`src/rtl/noc_pkg.sv`:
```
// ---------------------------------------------------------------------------
// noc_pkg
// Shared definitions for the NoC switch allocator slice.
//   NPORT     : number of input ports competing for the output
//   SELW      : width of the flit mux select
//   SEL_IDLE  : select value driven when no flit is transferred
//   state_t   : allocator state encoding (IDLE / LOCK)
//   next_port : round-robin successor of a port index, wrapping after NPORT-1
// ---------------------------------------------------------------------------
package noc_pkg;

  localparam int NPORT = 6;
  localparam int SELW  = 3;
  localparam logic [SELW-1:0] SEL_IDLE = 3'b111;

  typedef enum logic {
    ST_IDLE = 1'b0,
    ST_LOCK = 1'b1
  } state_t;

  // Successor of port p in round-robin order; the last port wraps to 0.
  function automatic logic [SELW-1:0] next_port(input logic [SELW-1:0] p);
    logic [SELW-1:0] r;
    if (p >= SELW'(NPORT - 1)) begin
      r = '0;
    end else begin
      r = p + SELW'(1);
    end
    return r;
  endfunction

endpackage

```
`src/rtl/sw_alloc_6x1_rr_arbiter.sv`:
```
// ---------------------------------------------------------------------------
// rr_arbiter_6
// Combinational round-robin pick over NPORT requesters.
//   req   [NPORT-1:0] : per-port request
//   ptr   [SELW-1:0]  : highest-priority port (0..NPORT-1)
//   valid             : at least one request present
//   idx   [SELW-1:0]  : first requesting port found from ptr upward, mod NPORT
// ---------------------------------------------------------------------------
module rr_arbiter_6
  import noc_pkg::*;
(
  input  logic [NPORT-1:0] req,
  input  logic [SELW-1:0]  ptr,
  output logic             valid,
  output logic [SELW-1:0]  idx
);

  logic [SELW:0] w_cand;

  // Walk the ports in priority order starting at ptr. The candidate index is
  // computed one bit wider so ptr+k can exceed NPORT-1 before being folded
  // back; the first requester hit is latched by the valid flag.
  always_comb begin
    valid  = 1'b0;
    idx    = '0;
    w_cand = '0;
    for (int k = 0; k < NPORT; k++) begin
      w_cand = {1'b0, ptr} + (SELW + 1)'(k);
      if (w_cand >= (SELW + 1)'(NPORT)) begin
        w_cand = w_cand - (SELW + 1)'(NPORT);
      end
      if (!valid && req[w_cand[SELW-1:0]]) begin
        valid = 1'b1;
        idx   = w_cand[SELW-1:0];
      end
    end
  end

endmodule

```
`src/rtl/sw_alloc_6x1.sv`:
```
// ---------------------------------------------------------------------------
// sw_alloc_6x1
// Six-input, one-output switch allocator with packet locking and credit-based
// flow control toward a downstream buffer of CREDITS slots.
//   clk        : clock, all state on rising edge
//   rst        : synchronous active-high reset
//   req   [5:0]: port i holds a head-of-queue flit
//   tail  [5:0]: port i's head flit is a tail (meaningful only with req[i])
//   credit_in  : one-cycle pulse, downstream freed one slot
//   gnt   [5:0]: one-hot pop pulse to the winning port
//   sel   [2:0]: flit mux select, SEL_IDLE when nothing moves
//   en         : flit mux enable, high on transfer cycles
//   busy       : a packet currently holds the output
//   credit_cnt : available downstream credits
//   credit_err : sticky, credit returned while already at CREDITS
// ---------------------------------------------------------------------------
module sw_alloc_6x1
  import noc_pkg::*;
#(
  parameter int CREDITS = 4,
  parameter int CW      = 3
) (
  input  logic             clk,
  input  logic             rst,
  input  logic [NPORT-1:0] req,
  input  logic [NPORT-1:0] tail,
  input  logic             credit_in,
  output logic [NPORT-1:0] gnt,
  output logic [SELW-1:0]  sel,
  output logic             en,
  output logic             busy,
  output logic [CW-1:0]    credit_cnt,
  output logic             credit_err
);

  state_t          r_state;
  logic [SELW-1:0] r_owner;
  logic [SELW-1:0] r_rr_ptr;
  logic [CW-1:0]   r_credit;
  logic            r_credit_err;

  state_t          w_state_nxt;
  logic [SELW-1:0] w_owner_nxt;
  logic [SELW-1:0] w_rr_ptr_nxt;
  logic            w_xfer;
  logic [SELW-1:0] w_idx;
  logic            w_arb_valid;
  logic [SELW-1:0] w_arb_idx;
  logic            w_has_credit;

  rr_arbiter_6 u_arb (
    .req   (req),
    .ptr   (r_rr_ptr),
    .valid (w_arb_valid),
    .idx   (w_arb_idx)
  );

  assign w_has_credit = (r_credit != '0);

  // Next-state and grant decode. Grants are combinational so a flit can pop
  // in the same cycle its request appears. While rst is high everything is
  // forced idle so a reset mid-packet never pops the old owner again.
  // In LOCK only the owner is looked at; other requesters simply wait.
  always_comb begin
    w_state_nxt  = r_state;
    w_owner_nxt  = r_owner;
    w_rr_ptr_nxt = r_rr_ptr;
    w_xfer       = 1'b0;
    w_idx        = '0;
    gnt          = '0;
    sel          = SEL_IDLE;
    en           = 1'b0;

    if (!rst) begin
      unique case (r_state)
        ST_IDLE: begin
          if (w_arb_valid && w_has_credit) begin
            w_xfer = 1'b1;
            w_idx  = w_arb_idx;
            if (tail[w_arb_idx]) begin
              w_rr_ptr_nxt = next_port(w_arb_idx);
            end else begin
              w_owner_nxt = w_arb_idx;
              w_state_nxt = ST_LOCK;
            end
          end
        end
        ST_LOCK: begin
          if (req[r_owner] && w_has_credit) begin
            w_xfer = 1'b1;
            w_idx  = r_owner;
            if (tail[r_owner]) begin
              w_rr_ptr_nxt = next_port(r_owner);
              w_state_nxt  = ST_IDLE;
            end
          end
        end
        default: begin
          w_state_nxt = ST_IDLE;
        end
      endcase

      if (w_xfer) begin
        en         = 1'b1;
        sel        = w_idx;
        gnt[w_idx] = 1'b1;
      end
    end
  end

  // State, owner and round-robin pointer registers.
  always_ff @(posedge clk) begin
    if (rst) begin
      r_state  <= ST_IDLE;
      r_owner  <= '0;
      r_rr_ptr <= '0;
    end else begin
      r_state  <= w_state_nxt;
      r_owner  <= w_owner_nxt;
      r_rr_ptr <= w_rr_ptr_nxt;
    end
  end

  // Credit counter. A transfer and a returned credit in the same cycle cancel.
  // A credit returned while already full would overflow the buffer model, so
  // the count saturates and the sticky error flag records the protocol slip.
  always_ff @(posedge clk) begin
    if (rst) begin
      r_credit     <= CW'(CREDITS);
      r_credit_err <= 1'b0;
    end else begin
      if (w_xfer && !credit_in) begin
        r_credit <= r_credit - CW'(1);
      end else if (credit_in && !w_xfer) begin
        if (r_credit == CW'(CREDITS)) begin
          r_credit_err <= 1'b1;
        end else begin
          r_credit <= r_credit + CW'(1);
        end
      end
    end
  end

  assign busy       = (r_state == ST_LOCK) && !rst;
  assign credit_cnt = r_credit;
  assign credit_err = r_credit_err;

endmodule

```
`config.mk`:
```
export PLATFORM = sky130hd
export DESIGN_NAME = sw_alloc_6x1
export DESIGN_NICKNAME = d
export VERILOG_FILES = /design/src/rtl/noc_pkg.sv /design/src/rtl/sw_alloc_6x1_rr_arbiter.sv /design/src/rtl/sw_alloc_6x1.sv
export SDC_FILE = /design/constraint.sdc
export NUM_CORES = 1
export LEC_CHECK = 0
export BUFFER_PORTS_ARGS = -buffer_cell sky130_fd_sc_hd__buf_4
export CAP_MARGIN = 25
export CORE_UTILIZATION = 55
export CTS_CLUSTER_DIAMETER = 30
export DETAILED_ROUTE_END_ITERATION = 8
export GPL_ROUTABILITY_DRIVEN = 0
export PLACE_DENSITY = 0.84
export SLEW_MARGIN = 10
export SYNTH_ARGS = -nofsm -noshare
export SYNTH_HDL_FRONTEND = slang
export SYNTH_SLANG_ARGS = --single-unit
```
`constraint.sdc`:
```
create_clock -name clk -period 10.8 [get_ports clk]
set_clock_uncertainty 0.15 [all_clocks]
set_input_delay 0.54 -clock clk [delete_from_list [all_inputs] [get_ports clk]]
set_output_delay 0.54 -clock clk [all_outputs]
set_load 0.03 [all_outputs]
```
==> results.md <==
- Initial antenna violation count: 0
- Setup crit end kind: output pin
- Min Tclk post-route: 5.27 ns
- RSZ-0062 raised after global routing: false
- PwrDens: 356 mW/mm^2
- Hold path cells: 2
- Die Footprint: 0.00366 mm^2
- Ant diodes: 0
- Leak: 0.901 nW
- DR DRC count: 0
- Worst Min Path Start: credit_err
- Synth Net Count: 278
- Cell row count: 20
- FMAX: 190 MHz
- GR Overflow Total: 0
- Die Height: 60.5 um
- Post-synthesis mux area share: 0.172
- Synth top area share: 0.117
- Die X: 60.5 um
- EDFF count, synth: 0
- CTS-repair resized insts: 0
- Placed inst area: 0.00209 mm^2
- Max Used Layer: met4
- Xor/xnor share of the synthesized area: 0.0412
- Top_reg_cell synth: dfxtp_1
- Top cell by count, worst path: nor2_1
- Fin util: 0.671
- Drt via density: 6.08
- CP arrival: 4.58 ns
- DR WL met2: 2090 um
- Post-synthesis sequential area ratio: 0.117
- Relative slew slack: 0.472
- WL met3: 280 um
- Final slew viol count: 0
- CP Launch Type: register
- Final TNS setup: 0 ns
- Complex-gate fraction of the synthesized area: 0.235
- CTS tree: done
- Synth unique cells: 59
- Slowest cell on the critical path: dfxtp_1
- Clock sink count: 11
- Post-Syn Area: 0.00188 mm^2
- Gr usage total: 0.273
- Nets: 300
- Cts hold-fix bufs: 0
- Synth warn: 0
- Reg-to-Reg Start: r_rr_ptr[0]
- Crit path max-delay family: compound AO/OA/AOI/OAI gates
- Final Cell Area: 0.00212 mm^2
- Worst-Skew Late Latency: 0.28 ns
- Wire per inst: 14.7 um
- Top cells by area, synth: dfxtp_1, ha_1, mux2i_1
- Fin. Hold Viols: 0
- Overall power: 0.000753 W
- Max-cap violations: 0
- First-pass GRT wire length: 7650 um
- Hold endpoint: credit_err
- Share of cells above drive strength 1: 0.205
- Worst hold path type: register to register
- Crit path largest cell delay: 0.85 ns
- Worst-Margin Slew: 0.791 ns
- Hpwl dp: 3610 um
- Root buf cell: clkbuf_4
- H-tree depth: 1
- Crit Path Max Fanout: 20
- Number of global-route vias before repair: 1736
- Total routed wirelength: 4590 um
- Final period utilization: 0.488
- Area growth syn-to-layout: 12.5%
- Post-Synthesis Cells: 247
- Initial Utilization: 0.597
- Crit Path Category: register to output pin
- Num CTS Buffers: 3
- Status: finished, final reports clean
- Hold slack final: 0.342 ns
- RR Endpoint: credit_cnt[2]
- Syn_area_per_cell: 7.62 um^2
- Antenna-violating nets left: 0
- Met1 wire length: 2180 um
- Buf/Inv on CP: 3
- Vias: 1898
- VDD IR max: 268 uV
- Ports: 30
- Register bit total from synthesis: 11
- R2R setup slack: 5.58 ns
- Post-Synth Adder-Cell Area: 0.110
- CTS clk-pin slew, worst paths: 0.09 ns
- Postcts setup bufs: 0
- Post-synth ARST share: 0
- Initial DRC count: 171
- Final setup fails: 0
- Simple-gate area share of the yosys netlist: 0.249
- Largest net degree at the start of global routing: 21
- Critical path cell sequence: inv_1, ha_1, inv_1, a2111oi_1, a211o_1, nor3_1, a211oi_1, nor2_1, nor2_1, nand2_1, nor2_1, buf_4
- Req. time, crit path: 10.11 ns
- Main combinational cell family by area after synthesis: simple AND/OR/NAND/NOR gates
- CTS Buffer Depth: 2
- # port buffers: 29
- Area leader, netlist: dfxtp_1
- Core ar.: 0.00315 mm^2
- 1st-pass router iterations: 6
- Worst Reg-to-Reg Cells: 15
==> layer usage <==
layer,global-route usage,vias to the layer above
li1,-,936
met1,0.377,893
met2,0.454,65
met3,0.0490,4
met4,0.0390,0
met5,0,-
==> sequential cells by signal, indices dropped and copies added, names as in the netlist <==
signal / cells
credit_cnt: 3
r_state: 1
r_owner: 3
credit_err: 1
r_rr_ptr: 3
==> report_power, final <==
group	switching [W]	leakage, nW	total, W	internal [W]
registers	0.0000314	0.0901	0.0000848	0.0000534
logic	0.000374	0.793	0.000637	0.000263
clock network	0.0000177	0.0177	0.0000315	0.0000137
total	0.000423	0.901	0.000753	0.000330
==> kinds of logic after synthesis <==
group	after synthesis
and+or+nand+nor	95
xor gates and xnor gates	8
muxes	25
DFF	11
AOI/OAI and AO/OA	59
buffers and inverters	33
adders and majority gates	16
==> cells in the mapped netlist (2+ instances only) <==
master     count
and2_1         4
xor2_1         2
xnor2_1        5
a31oi_1        8
or2_2          3
or3_1          2
mux2_1         3
nand2b_1       5
ha_1          15
buf_1          2
nor3_1        10
buf_6          2
mux4_2         5
o21ai_0        4
nand4_1        4
dfxtp_1       11
inv_1         21
mux2_2         2
o21a_1         2
a22oi_1        2
a211oi_1       2
nand3_1       12
mux2i_1       14
a21o_1         3
a2111oi_1      2
a211oi_2       3
nand2_1       17
buf_2          4
a21oi_1       14
clkbuf_1       4
a211o_1        3
nor2_1        30
==> worst reg2reg max path: stages (launching register included) <==
cell       delay (ns)
dfxtp_1          0.85
inv_1            0.28
ha_1             0.73
inv_1            0.18
a2111oi_1        0.46
a211o_1          0.19
nor3_1           0.07
a211oi_1         0.65
nor2_1           0.11
nor2_1           0.31
ha_1             0.25
inv_1            0.07
fa_1             0.38
xor2_1           0.16
o21ai_0          0.13
o311ai_0         0.13
==> through the flow <==
step	std cells	setup slack, ns
after CTS	312	5.58
after global routing	312	5.08
after floorplan	247	5.75
final	312	5.53
after detailed placement	308	5.64
after global placement	308	5.83
==> final cells by class <==
type | instances | area [um^2]
clock buffers | 3 | 22.5
multi-input cells | 203 | 1520
inverters | 21 | 78.8
well taps | 44 | 55.1
flip-flops and latches | 11 | 220
repair buffers | 29 | 218
clock inverters | 1 | 5.00
fillers | 291 | 1040
==> layout by cell type (no fill, tap or decap), types with 4 or more instances in the layout <==
| master | Yosys | routed |
|---|---|---|
| nor2_1 | 30 | 30 |
| nand2b_1 | 5 | 5 |
| a31oi_1 | 8 | 8 |
| buf_4 | 0 | 29 |
| xnor2_1 | 5 | 5 |
| inv_1 | 21 | 21 |
| nor3_1 | 10 | 10 |
| mux4_2 | 5 | 5 |
| mux2i_1 | 14 | 14 |
| ha_1 | 15 | 15 |
| nand3_1 | 12 | 12 |
| and2_1 | 4 | 4 |
| nand2_1 | 17 | 17 |
| a21oi_1 | 14 | 14 |
| dfxtp_1 | 11 | 11 |
| nand4_1 | 4 | 4 |
| o21ai_0 | 4 | 4 |
==> how the worst max path moves through the flow <==
| stage | start | to | slack [ns] | depth (start not counted) |
|---|---|---|---|---|
| after CTS | r_rr_ptr[0] | gnt[2] | 5.58 | 12 |
| final | r_rr_ptr[0] | gnt[2] | 5.53 | 12 |
| after global routing | r_rr_ptr[0] | gnt[2] | 5.08 | 12 |
| after global placement | r_rr_ptr[0] | credit_cnt[2] | 5.83 | 15 |
| after detailed placement | r_rr_ptr[0] | credit_cnt[2] | 5.64 | 15 |
| after floorplan | r_rr_ptr[0] | gnt[0] | 5.75 | 16 |
(Power assumes the default switching activity.)
